File: config.mk
export PLATFORM = sky130hd
export DESIGN_NAME = card_dealer_arbiter
export DESIGN_NICKNAME = d
export VERILOG_FILES = /design/src/rtl/dealer_pkg.sv /design/src/rtl/rr_arbiter.sv /design/src/rtl/card_dealer_arbiter.sv
export SDC_FILE = /design/constraint.sdc
export NUM_CORES = 1
export LEC_CHECK = 0
export ABC_AREA = 0
export BUFFER_PORTS_ARGS = -buffer_cell sky130_fd_sc_hd__buf_2
export CELL_PAD_IN_SITES_DETAIL_PLACEMENT = 1
export CELL_PAD_IN_SITES_GLOBAL_PLACEMENT = 1
export CORE_ASPECT_RATIO = 1.5
export CORE_UTILIZATION = 35
export DETAILED_ROUTE_END_ITERATION = 8
export PLACE_DENSITY_LB_ADDON = 0.1
export REMOVE_ABC_BUFFERS = 1
export SLEW_MARGIN = 20
export SYNTH_ARGS = -nofsm -noshare
export SYNTH_HDL_FRONTEND = slang
export SYNTH_SLANG_ARGS = --single-unit
export TNS_END_PERCENT = 100
File: constraint.sdc
create_clock -name clk -period 2 [get_ports clk]
set_clock_uncertainty 0.15 [all_clocks]
set_input_delay 0.1 -clock clk [delete_from_list [all_inputs] [get_ports clk]]
set_output_delay 0.1 -clock clk [all_outputs]
set_load 0.01 [all_outputs]
File: src/rtl/dealer_pkg.sv
// Shared types and constants for the card dealer arbiter: FSM states,
// the legal card value range and the retry counter width.
package dealer_pkg;

    typedef enum logic [1:0] {
        IDLE    = 2'd0,
        ISSUE   = 2'd1,
        WAIT    = 2'd2,
        DELIVER = 2'd3
    } dealer_state_t;

    localparam int CARD_MIN = 1;
    localparam int CARD_MAX = 10;

    localparam int                 RETRY_W   = 8;
    localparam logic [RETRY_W-1:0] RETRY_MAX = '1;

endpackage

File: src/rtl/rr_arbiter.sv
// Combinational round-robin pick: the first set request at or after ptr,
// wrapping modulo NUM_REQ. any is low when no request is set.
module rr_arbiter #(
    parameter int NUM_REQ = 4,
    parameter int IDX_W   = (NUM_REQ > 1) ? $clog2(NUM_REQ) : 1
) (
    input  logic [NUM_REQ-1:0] req,
    input  logic [IDX_W-1:0]   ptr,
    output logic [IDX_W-1:0]   gnt_idx,
    output logic               any
);

    always_comb begin
        int cand;
        gnt_idx = '0;
        any     = 1'b0;
        cand    = 0;
        for (int i = 0; i < NUM_REQ; i++) begin
            cand = int'(ptr) + i;
            if (cand >= NUM_REQ) cand = cand - NUM_REQ;
            if (!any && req[cand]) begin
                any     = 1'b1;
                gnt_idx = IDX_W'(cand);
            end
        end
    end

endmodule

File: src/rtl/card_dealer_arbiter.sv
// Shares one random card generator among NUM_REQ players: round-robin grant,
// generator handshake with timeout/invalid-value retry, one-cycle delivery strobe.
module card_dealer_arbiter
    import dealer_pkg::*;
#(
    parameter int NUM_REQ = 4,
    parameter int VALUE_W = 4,
    parameter int TIMEOUT = 15
) (
    input  logic                clk,
    input  logic                rst,
    input  logic [NUM_REQ-1:0]  req,
    output logic [NUM_REQ-1:0]  card_valid,
    output logic [VALUE_W-1:0]  card_value,
    output logic                busy,
    output logic                gen_request,
    input  logic                gen_ready,
    input  logic [VALUE_W-1:0]  gen_value,
    output logic [RETRY_W-1:0]  retry_cnt,
    output dealer_state_t       dbg_state
);

    // Handshakes: req is a level held until its card_valid strobe; gen_request
    // is a one-cycle pulse, and gen_ready is a one-cycle pulse honoured only in
    // WAIT, with gen_value qualified by it in the same cycle.

    localparam int IDX_W = (NUM_REQ > 1) ? $clog2(NUM_REQ) : 1;
    localparam int TMO_W = 8;

    dealer_state_t      state, state_nxt;
    logic [IDX_W-1:0]   ptr, grant, arb_idx;
    logic               arb_any;
    logic [TMO_W-1:0]   tmo_cnt;
    logic               value_ok, timed_out, reissue;

    rr_arbiter #(
        .NUM_REQ (NUM_REQ),
        .IDX_W   (IDX_W)
    ) u_rr_arbiter (
        .req     (req),
        .ptr     (ptr),
        .gnt_idx (arb_idx),
        .any     (arb_any)
    );

    assign value_ok  = (int'(gen_value) >= CARD_MIN) && (int'(gen_value) <= CARD_MAX);
    // WAIT is entered the cycle after gen_request with tmo_cnt = 0, so the reissue
    // lands exactly TIMEOUT cycles after the previous gen_request.
    assign timed_out = (int'(tmo_cnt) >= TIMEOUT - 2);
    assign reissue   = (state == WAIT) && (state_nxt == ISSUE);

    assign busy      = (state != IDLE);
    assign dbg_state = state;

    always_comb begin
        state_nxt = state;
        case (state)
            IDLE:    if (arb_any) state_nxt = ISSUE;
            ISSUE:   state_nxt = WAIT;
            WAIT: begin
                if (gen_ready)      state_nxt = value_ok ? DELIVER : ISSUE;
                else if (timed_out) state_nxt = ISSUE;
            end
            DELIVER: state_nxt = IDLE;
            default: state_nxt = IDLE;
        endcase
    end

    always_ff @(posedge clk) begin
        if (rst) begin
            state       <= IDLE;
            ptr         <= '0;
            grant       <= '0;
            tmo_cnt     <= '0;
            card_valid  <= '0;
            card_value  <= '0;
            gen_request <= 1'b0;
            retry_cnt   <= '0;
        end else begin
            state       <= state_nxt;
            gen_request <= (state_nxt == ISSUE);
            card_valid  <= '0;
            card_value  <= '0;

            if (state == IDLE && arb_any) grant <= arb_idx;

            if (state == ISSUE)     tmo_cnt <= '0;
            else if (state == WAIT) tmo_cnt <= tmo_cnt + 1'b1;

            // The card goes to grant even if its requester has since dropped req.
            if (state == WAIT && state_nxt == DELIVER) begin
                card_valid <= NUM_REQ'(1) << grant;
                card_value <= gen_value;
            end

            if (state == DELIVER)
                ptr <= (int'(grant) == NUM_REQ - 1) ? '0 : grant + 1'b1;

            if (reissue && retry_cnt != RETRY_MAX) retry_cnt <= retry_cnt + 1'b1;
        end
    end

endmodule

# [After elaboration in Yosys (flattened, before gate mapping)]
# Index checks and enable logic that the tools add are counted.
[word_totals] register_bits=31 latchBits=0 ramBits=0 rom_bits=0 wordCells=83 memories=0
[op_classes] n_addsub=10 multipliers=0 div_mod_pow=0 n_lt_le_gt_ge=11 eq_ne=7 shifts=1 mux=30 n_bitwise=1 reduce_logical=15
[ops] cell="32-bit by 4-bit < comparator with 1-bit output (second input constant)" n=4
[ops] cell="32-bit 2-to-1 mux" n=4
[ops] cell="32-bit by 4-bit >= comparator with 1-bit output (second input constant)" n=3
[ops] cell="32-bit by 4-bit subtractor with 32-bit output (second input constant)" n=3
[ops] cell="2-bit 2-to-1 mux" n=9
[ops] cell="8-bit by 1-bit adder with 8-bit output (second input constant)" n=2
[ops] cell="1-bit 2-to-1 mux" n=12
[ops] cell="1-bit binary-select mux with 2-bit select" n=4
[ops] cell="8-bit by 4-bit >= comparator with 1-bit output (second input constant)" n=1
[ops] cell="1-bit logical AND" n=8
[ops] cell="8-bit != test (second input constant)" n=1
[ops] cell="2-bit one-hot mux with 4 select lines" n=1
[ops] cell="2-bit by 2-bit adder with 3-bit output (second input constant)" n=2
[ops] cell="2-bit by 1-bit == test with 1-bit output (second input constant)" n=3
[ops] cell="2-bit == test (second input constant)" n=3
[ops] cell="4-bit by 1-bit >= comparator with 1-bit output (second input constant)" n=1
[ops] cell="4-bit less-or-equal comparator (second input constant)" n=1
[ops] cell="2-bit OR reduction" n=2
[ops] cell="1-bit by 2-bit left shift with 4-bit output (first input constant)" n=1
[ops] cell="2-bit by 3-bit subtractor with 4-bit output (second input constant)" n=1
[ops] cell="2-bit by 1-bit adder with 3-bit output (second input constant)" n=1
[ops] cell="2-bit by 3-bit >= comparator with 1-bit output (second input constant)" n=1
[ops] cell="1-bit logical NOT" n=3
[ops] cell="2-bit by 1-bit adder with 2-bit output (second input constant)" n=1
[ops] cell="3 further kinds" n=3

# [Depth between registers and ports, before layout]
[logic_depth] ltp_word=21 depth_mapped=7 depth_no_buf=7

# [Hierarchy]
# Synthesis repeated with hierarchy kept, for this count alone.
[unflattened] cells_unflattened=161 area_unflattened_um2=1421.4
[by_module_without_submodules] module="card_dealer_arbiter" n_inst=1 cells_per_inst=146 area_each_um2=1343.8 seq_area_each_um2=620.6
[by_module_without_submodules] module="rr_arbiter" n_inst=1 cells_per_inst=15 area_each_um2=77.6 seq_area_each_um2=0.0

# [Worst setup path after synthesis]
# OpenSTA, ideal clock, no wires.
[synth_path] path_kind="register to register" start="register tmo_cnt[0]" end="register retry_cnt[5]" arrival_ps=2046 slack_ps=-266 path_stages_with_launch=8 synth_period_minus_slack_ps=2266 path_cell_list="dfxtp_1 inv_1 ha_1 and2b_2 o2111a_2 or3_4 or4_1 a21oi_1"
[synth_between] elab_chain_cells=7
[synth_lines] item="start, declared" line_no="card_dealer_arbiter.sv:33" source="logic [TMO_W-1:0] tmo_cnt;"
[synth_lines] item="start signal, assigned" line_no="card_dealer_arbiter.sv:88" source="else if (state == WAIT) tmo_cnt <= tmo_cnt + 1'b1;"
[synth_lines] item="8-bit by 4-bit >= comparator with 1-bit output" line_no="card_dealer_arbiter.sv:49" source="assign timed_out = (int'(tmo_cnt) >= TIMEOUT - 2);"
[synth_lines] item="2-bit 2-to-1 mux" line_no="card_dealer_arbiter.sv:62" source="else if (timed_out) state_nxt = ISSUE;"
[synth_lines] item="2-bit 2-to-1 mux" line_no="card_dealer_arbiter.sv:61" source="if (gen_ready) state_nxt = value_ok ? DELIVER : ISSUE;"
[synth_lines] item="2-bit one-hot mux with 4 select lines" line_no="card_dealer_arbiter.sv:57" source="case (state)"
[synth_lines] item="2-bit by 1-bit == test with 1-bit output" line_no="card_dealer_arbiter.sv:50" source="assign reissue = (state == WAIT) && (state_nxt == ISSUE);"
[synth_lines] item="1-bit logical AND" line_no="card_dealer_arbiter.sv:50"
[synth_lines] item="1-bit logical AND" line_no="card_dealer_arbiter.sv:99" source="if (reissue && retry_cnt != RETRY_MAX) retry_cnt <= retry_cnt + 1'b1;"
[synth_lines] item="end signal, assigned" line_no="card_dealer_arbiter.sv:99"
[synth_lines] item="end, declared" line_no="card_dealer_arbiter.sv:19" source="output logic [RETRY_W-1:0] retry_cnt,"
# No other way between the ends.
# A chain may end at the register's enable or synchronous reset.

# [Worst setup path after layout]
# Same ends and word-level chain as after synthesis.

==> summary.txt <==
Synth
  – Post-synth EDFFs: 0
  – Synth Area in Compound Gates: 13.22%
  – Largest area contributor in the netlist: dfxtp_1
  – Mux cell area share after synthesis: under 10%
  – Mapped Avg Cell Area: around 8.9 um2
  – Synth Area in Simple Gates: roughly 28%
  – Synthesized area: 1429 um2
  – Most common cell in the synthesized netlist: dfxtp_1
  – Post-Synth XOR/XNOR Area: around 5.5%
  – Syn Inst Count: 160
  – Yosys cell types: 45
  – Largest family of logic cells by synthesized area: simple AND/OR/NAND/NOR gates
  – Synth warnings: 0
  – Yosys top cell area share: a little over two fifths
  – Synth Area in Adders: between 4 and 5%
  – Synth Flop Type: dfxtp_1
  – Yosys reg bits: 31
  – Ys async rst share: 0%
  – Area contributors post-synth: dfxtp_1 (43%), nor2_1 (5.3%), ha_1 (4.4%), a21oi_1 (4.2%), xnor2_1 (3.1%)
  – Synth top cells by count: dfxtp_1 (31), nor2_1 (20), a21oi_1 (12), nand2_1 (11), inv_1 (7)
  – Post-synthesis sequential area ratio: between 40% and 50%

GRT
  – Antenna violations before repair: 0
  – GR Layer Usage met3: under 10%
  – Vias in the first global route: between 1000 and 1500
  – Overflow after GRT: 0
  – Largest net degree at the start of global routing: 18
  – Global router's overall resource usage: around a fifth
  – First-pass GRT wire length: ~6.2 mm
  – Most Crowded Layer GR: met2
  – Met2 Use GR: between 30% and 40%
  – Met1 global-route usage: roughly a fifth

Pwr
  – P_int: approximately 1.1 mW
  – Power Dens Cells: approximately 700 nW/um2
  – Final Power: roughly 1.5 mW
  – Leak Pwr: between 0.9 and 1 nW
  – Switching power: 349.2 uW
  – Gate power share: 11.7%
  – VDD IR max: between 500 and 600 uV
  – Clock Power Share: between 40% and 50%
  – Sequential share of power: 43.9%
  – Net Sw Frac: 23.84%

Timing
  – Final hold violations: 0
  – Worst Max-Slew Pin Slew: ~0.52 ns
  – Fmax: roughly 0.48 GHz
  – Slew headroom: 64.77%
  – Crit share post-route: 104.4%
  – Post-route setup TNS: -0.3050 ns
  – Minimum clock period after layout: between 2 and 2.5 ns
  – Slack of the critical path: -0.08748 ns
  – Setup violators final: 4
  – Final Max Tran Viols: 0
  – Unrepaired setup endpoints after global routing: true

Routing
  – DRC Markers: 0
  – First-pass DRT Iterations: 3
  – Vias: between 1000 and 1500
  – ANT nets after route: 0
  – DRT iter0 DRCs: 13
  – Vias per cell: roughly 5.1
  – Final WL: between 3 and 4 mm
  – WL per Instance: 14.93 um

Placement
  – PortBufs: 30
  – Hpwl dp: around 2.9 mm
  – Placed insts: about 250
  – RePlAce Congestion: 0.7877

Setup path
  – Worst EP required: about 2.1 ns
  – Worst EP arrival: ~2.2 ns
  – R2R cell count: 7
  – CP startpoint kind: register
  – Critical path class: register to register
  – Worst reg2reg endpoint: retry_cnt[5]$_SDFFE_PP0P_
  – Crit end category: register
  – Worst r2r src: tmo_cnt[0]$_SDFFE_PP0P_
  – Crit path max fanout: 3
  – Slack of the worst reg-to-reg path: -0.09 ns

Cells and area
  – Share of cells above drive strength 1: around 42%
  – Layout area overhead: 43.08%
  – Final nets: around 230
  – Non-filler cells, final: between 200 and 300
  – ANT cells: 0

Clocking
  – Root Driver: clkbuf_8
  – Clk buf depth: 2
  – Num CTS Buffers: 5
  – Clock tree from TritonCTS: yes
  – Worst-Skew Late Latency: about 0.29 ns
  – H-tree Lvls: 2
  – Clk sink count: 31
  – Clock slew at reported path FFs: 0.07 ns

Run status
  – Failing checks: negative setup slack
  – Run status: complete, but fails checks

Floorplan
  – Die area: around 4300 um2
  – Core Area: around 3900 um2
  – Die Ht: ~80 um
  – Starting Density: around 36%
  – FP Rows: 28
  – Io pins: 31
  – Die extent in x: between 50 and 60 um

Worst hold path
  – Hold path cells: 3
  – Hold crit path type: input port to register
  – Worst Hold Endpoint: retry_cnt[5]$_SDFFE_PP0P_
  – Worst Hold Launch: rst

Run
  – Max-Cap Viols: 0
final cells by class:
class	instances	area, um2
flip-flops and latches	31	625.6
repair buffers	56	362.8
multi-input cells	117	853.3
well taps	45	56.30
inverters	7	28.78
clock buffers	6	82.58
fillers	472	1879
clock inverters	2	35.03
power groups by stage:
stage | clock network (mW) | registers, mW | logic [mW]
floorplan | 0 | 0.662 | 0.0637
global placement | 0 | 0.655 | 0.140
detailed placement | 0 | 0.656 | 0.148
CTS | 0.668 | 0.643 | 0.160
global route | 0.691 | 0.645 | 0.188
finish | 0.650 | 0.643 | 0.171
how the worst max path moves through the flow:
stage / start / to / slack [ns] / cells after the start
after floorplan: tmo_cnt[0]$_SDFFE_PP0P_ / retry_cnt[5]$_SDFFE_PP0P_ / -0.27 / 7
after global placement: tmo_cnt[0]$_SDFFE_PP0P_ / retry_cnt[5]$_SDFFE_PP0P_ / -0.17 / 7
after detailed placement: tmo_cnt[0]$_SDFFE_PP0P_ / retry_cnt[5]$_SDFFE_PP0P_ / -0.27 / 7
after CTS: tmo_cnt[1]$_SDFFE_PP0P_ / retry_cnt[5]$_SDFFE_PP0P_ / -0.10 / 7
after global routing: tmo_cnt[1]$_SDFFE_PP0P_ / retry_cnt[5]$_SDFFE_PP0P_ / -0.16 / 8
final: tmo_cnt[0]$_SDFFE_PP0P_ / retry_cnt[5]$_SDFFE_PP0P_ / -0.09 / 7
critical path, cell delays in order (launching register included):
cell and delay [ns]:
dfxtp_4 0.37, inv_2 0.05, ha_4 0.14, and2b_2 0.18, o2111a_2 0.26, or3_4 0.33
or4_4 0.42, a21oi_2 0.12
stage by stage:
step	setup WS [ns]	util (%)	hold slack (ns)	area [um2]
5_1_grt	-0.1596	52.10	0.09774	2044
4_1_cts	-0.1044	49.20	0.03690	1931
3_3_place_gp	-0.1730	44.23	0.1960	1735
6_report	-0.08748	52.10	0.07452	2044
2_1_floorplan	-0.2661	-	0.01907	1394
3_5_place_dp	-0.2732	44.23	0.2180	1735
logic make-up after synthesis:
| group | after synthesis |
|---|---|
| xor gates and xnor gates | 9 |
| buffers and inverters | 12 |
| and+or+nand+nor | 72 |
| AOI/OAI and AO/OA | 29 |
| adders and majority gates | 5 |
| DFF | 31 |
| muxes | 2 |
layout by cell type (no fill, tap or decap), types with 4 or more instances in the layout:
cell type and count:
nand4_1 5, o21ai_0 4, buf_4 20, nor2_1 19, nand2b_1 4, nand2_1 9, buf_2 30, nor2b_1 4
xnor2_1 4, inv_1 5, dfxtp_1 29, xor2_1 4, dlygate4sd3_1 4, a21oi_1 9, nand3_1 4, clkbuf_8 6
registers in the layout, indices dropped and copies added (netlist names):
name	count
retry_cnt	8
card_valid	4
dbg_state	2
grant	2
tmo_cnt	8
card_value	4
ptr	2
gen_request	1
per-layer routing:
layer | vias up | wire [um] | part of all wire, %
li1 | 673 | - | -
met1 | 634 | 1533 | 39
met2 | 30 | 2173 | 55
met3 | 8 | 140 | 3.6
met4 | 0 | 94 | 2.4
met5 | - | 0 | 0
what timing repair did:
action / CTS / global route
hold buffers: 4 / 0
endpoints found under the setup margin: 12 / 15
cloned: 0 / 0
resized for setup: 12 / 19
buffers inserted: 1 / 3
pin swaps: 9 / 6
hold endpoints to repair: 4 / 0
Power figures use the tool's default switching activity.
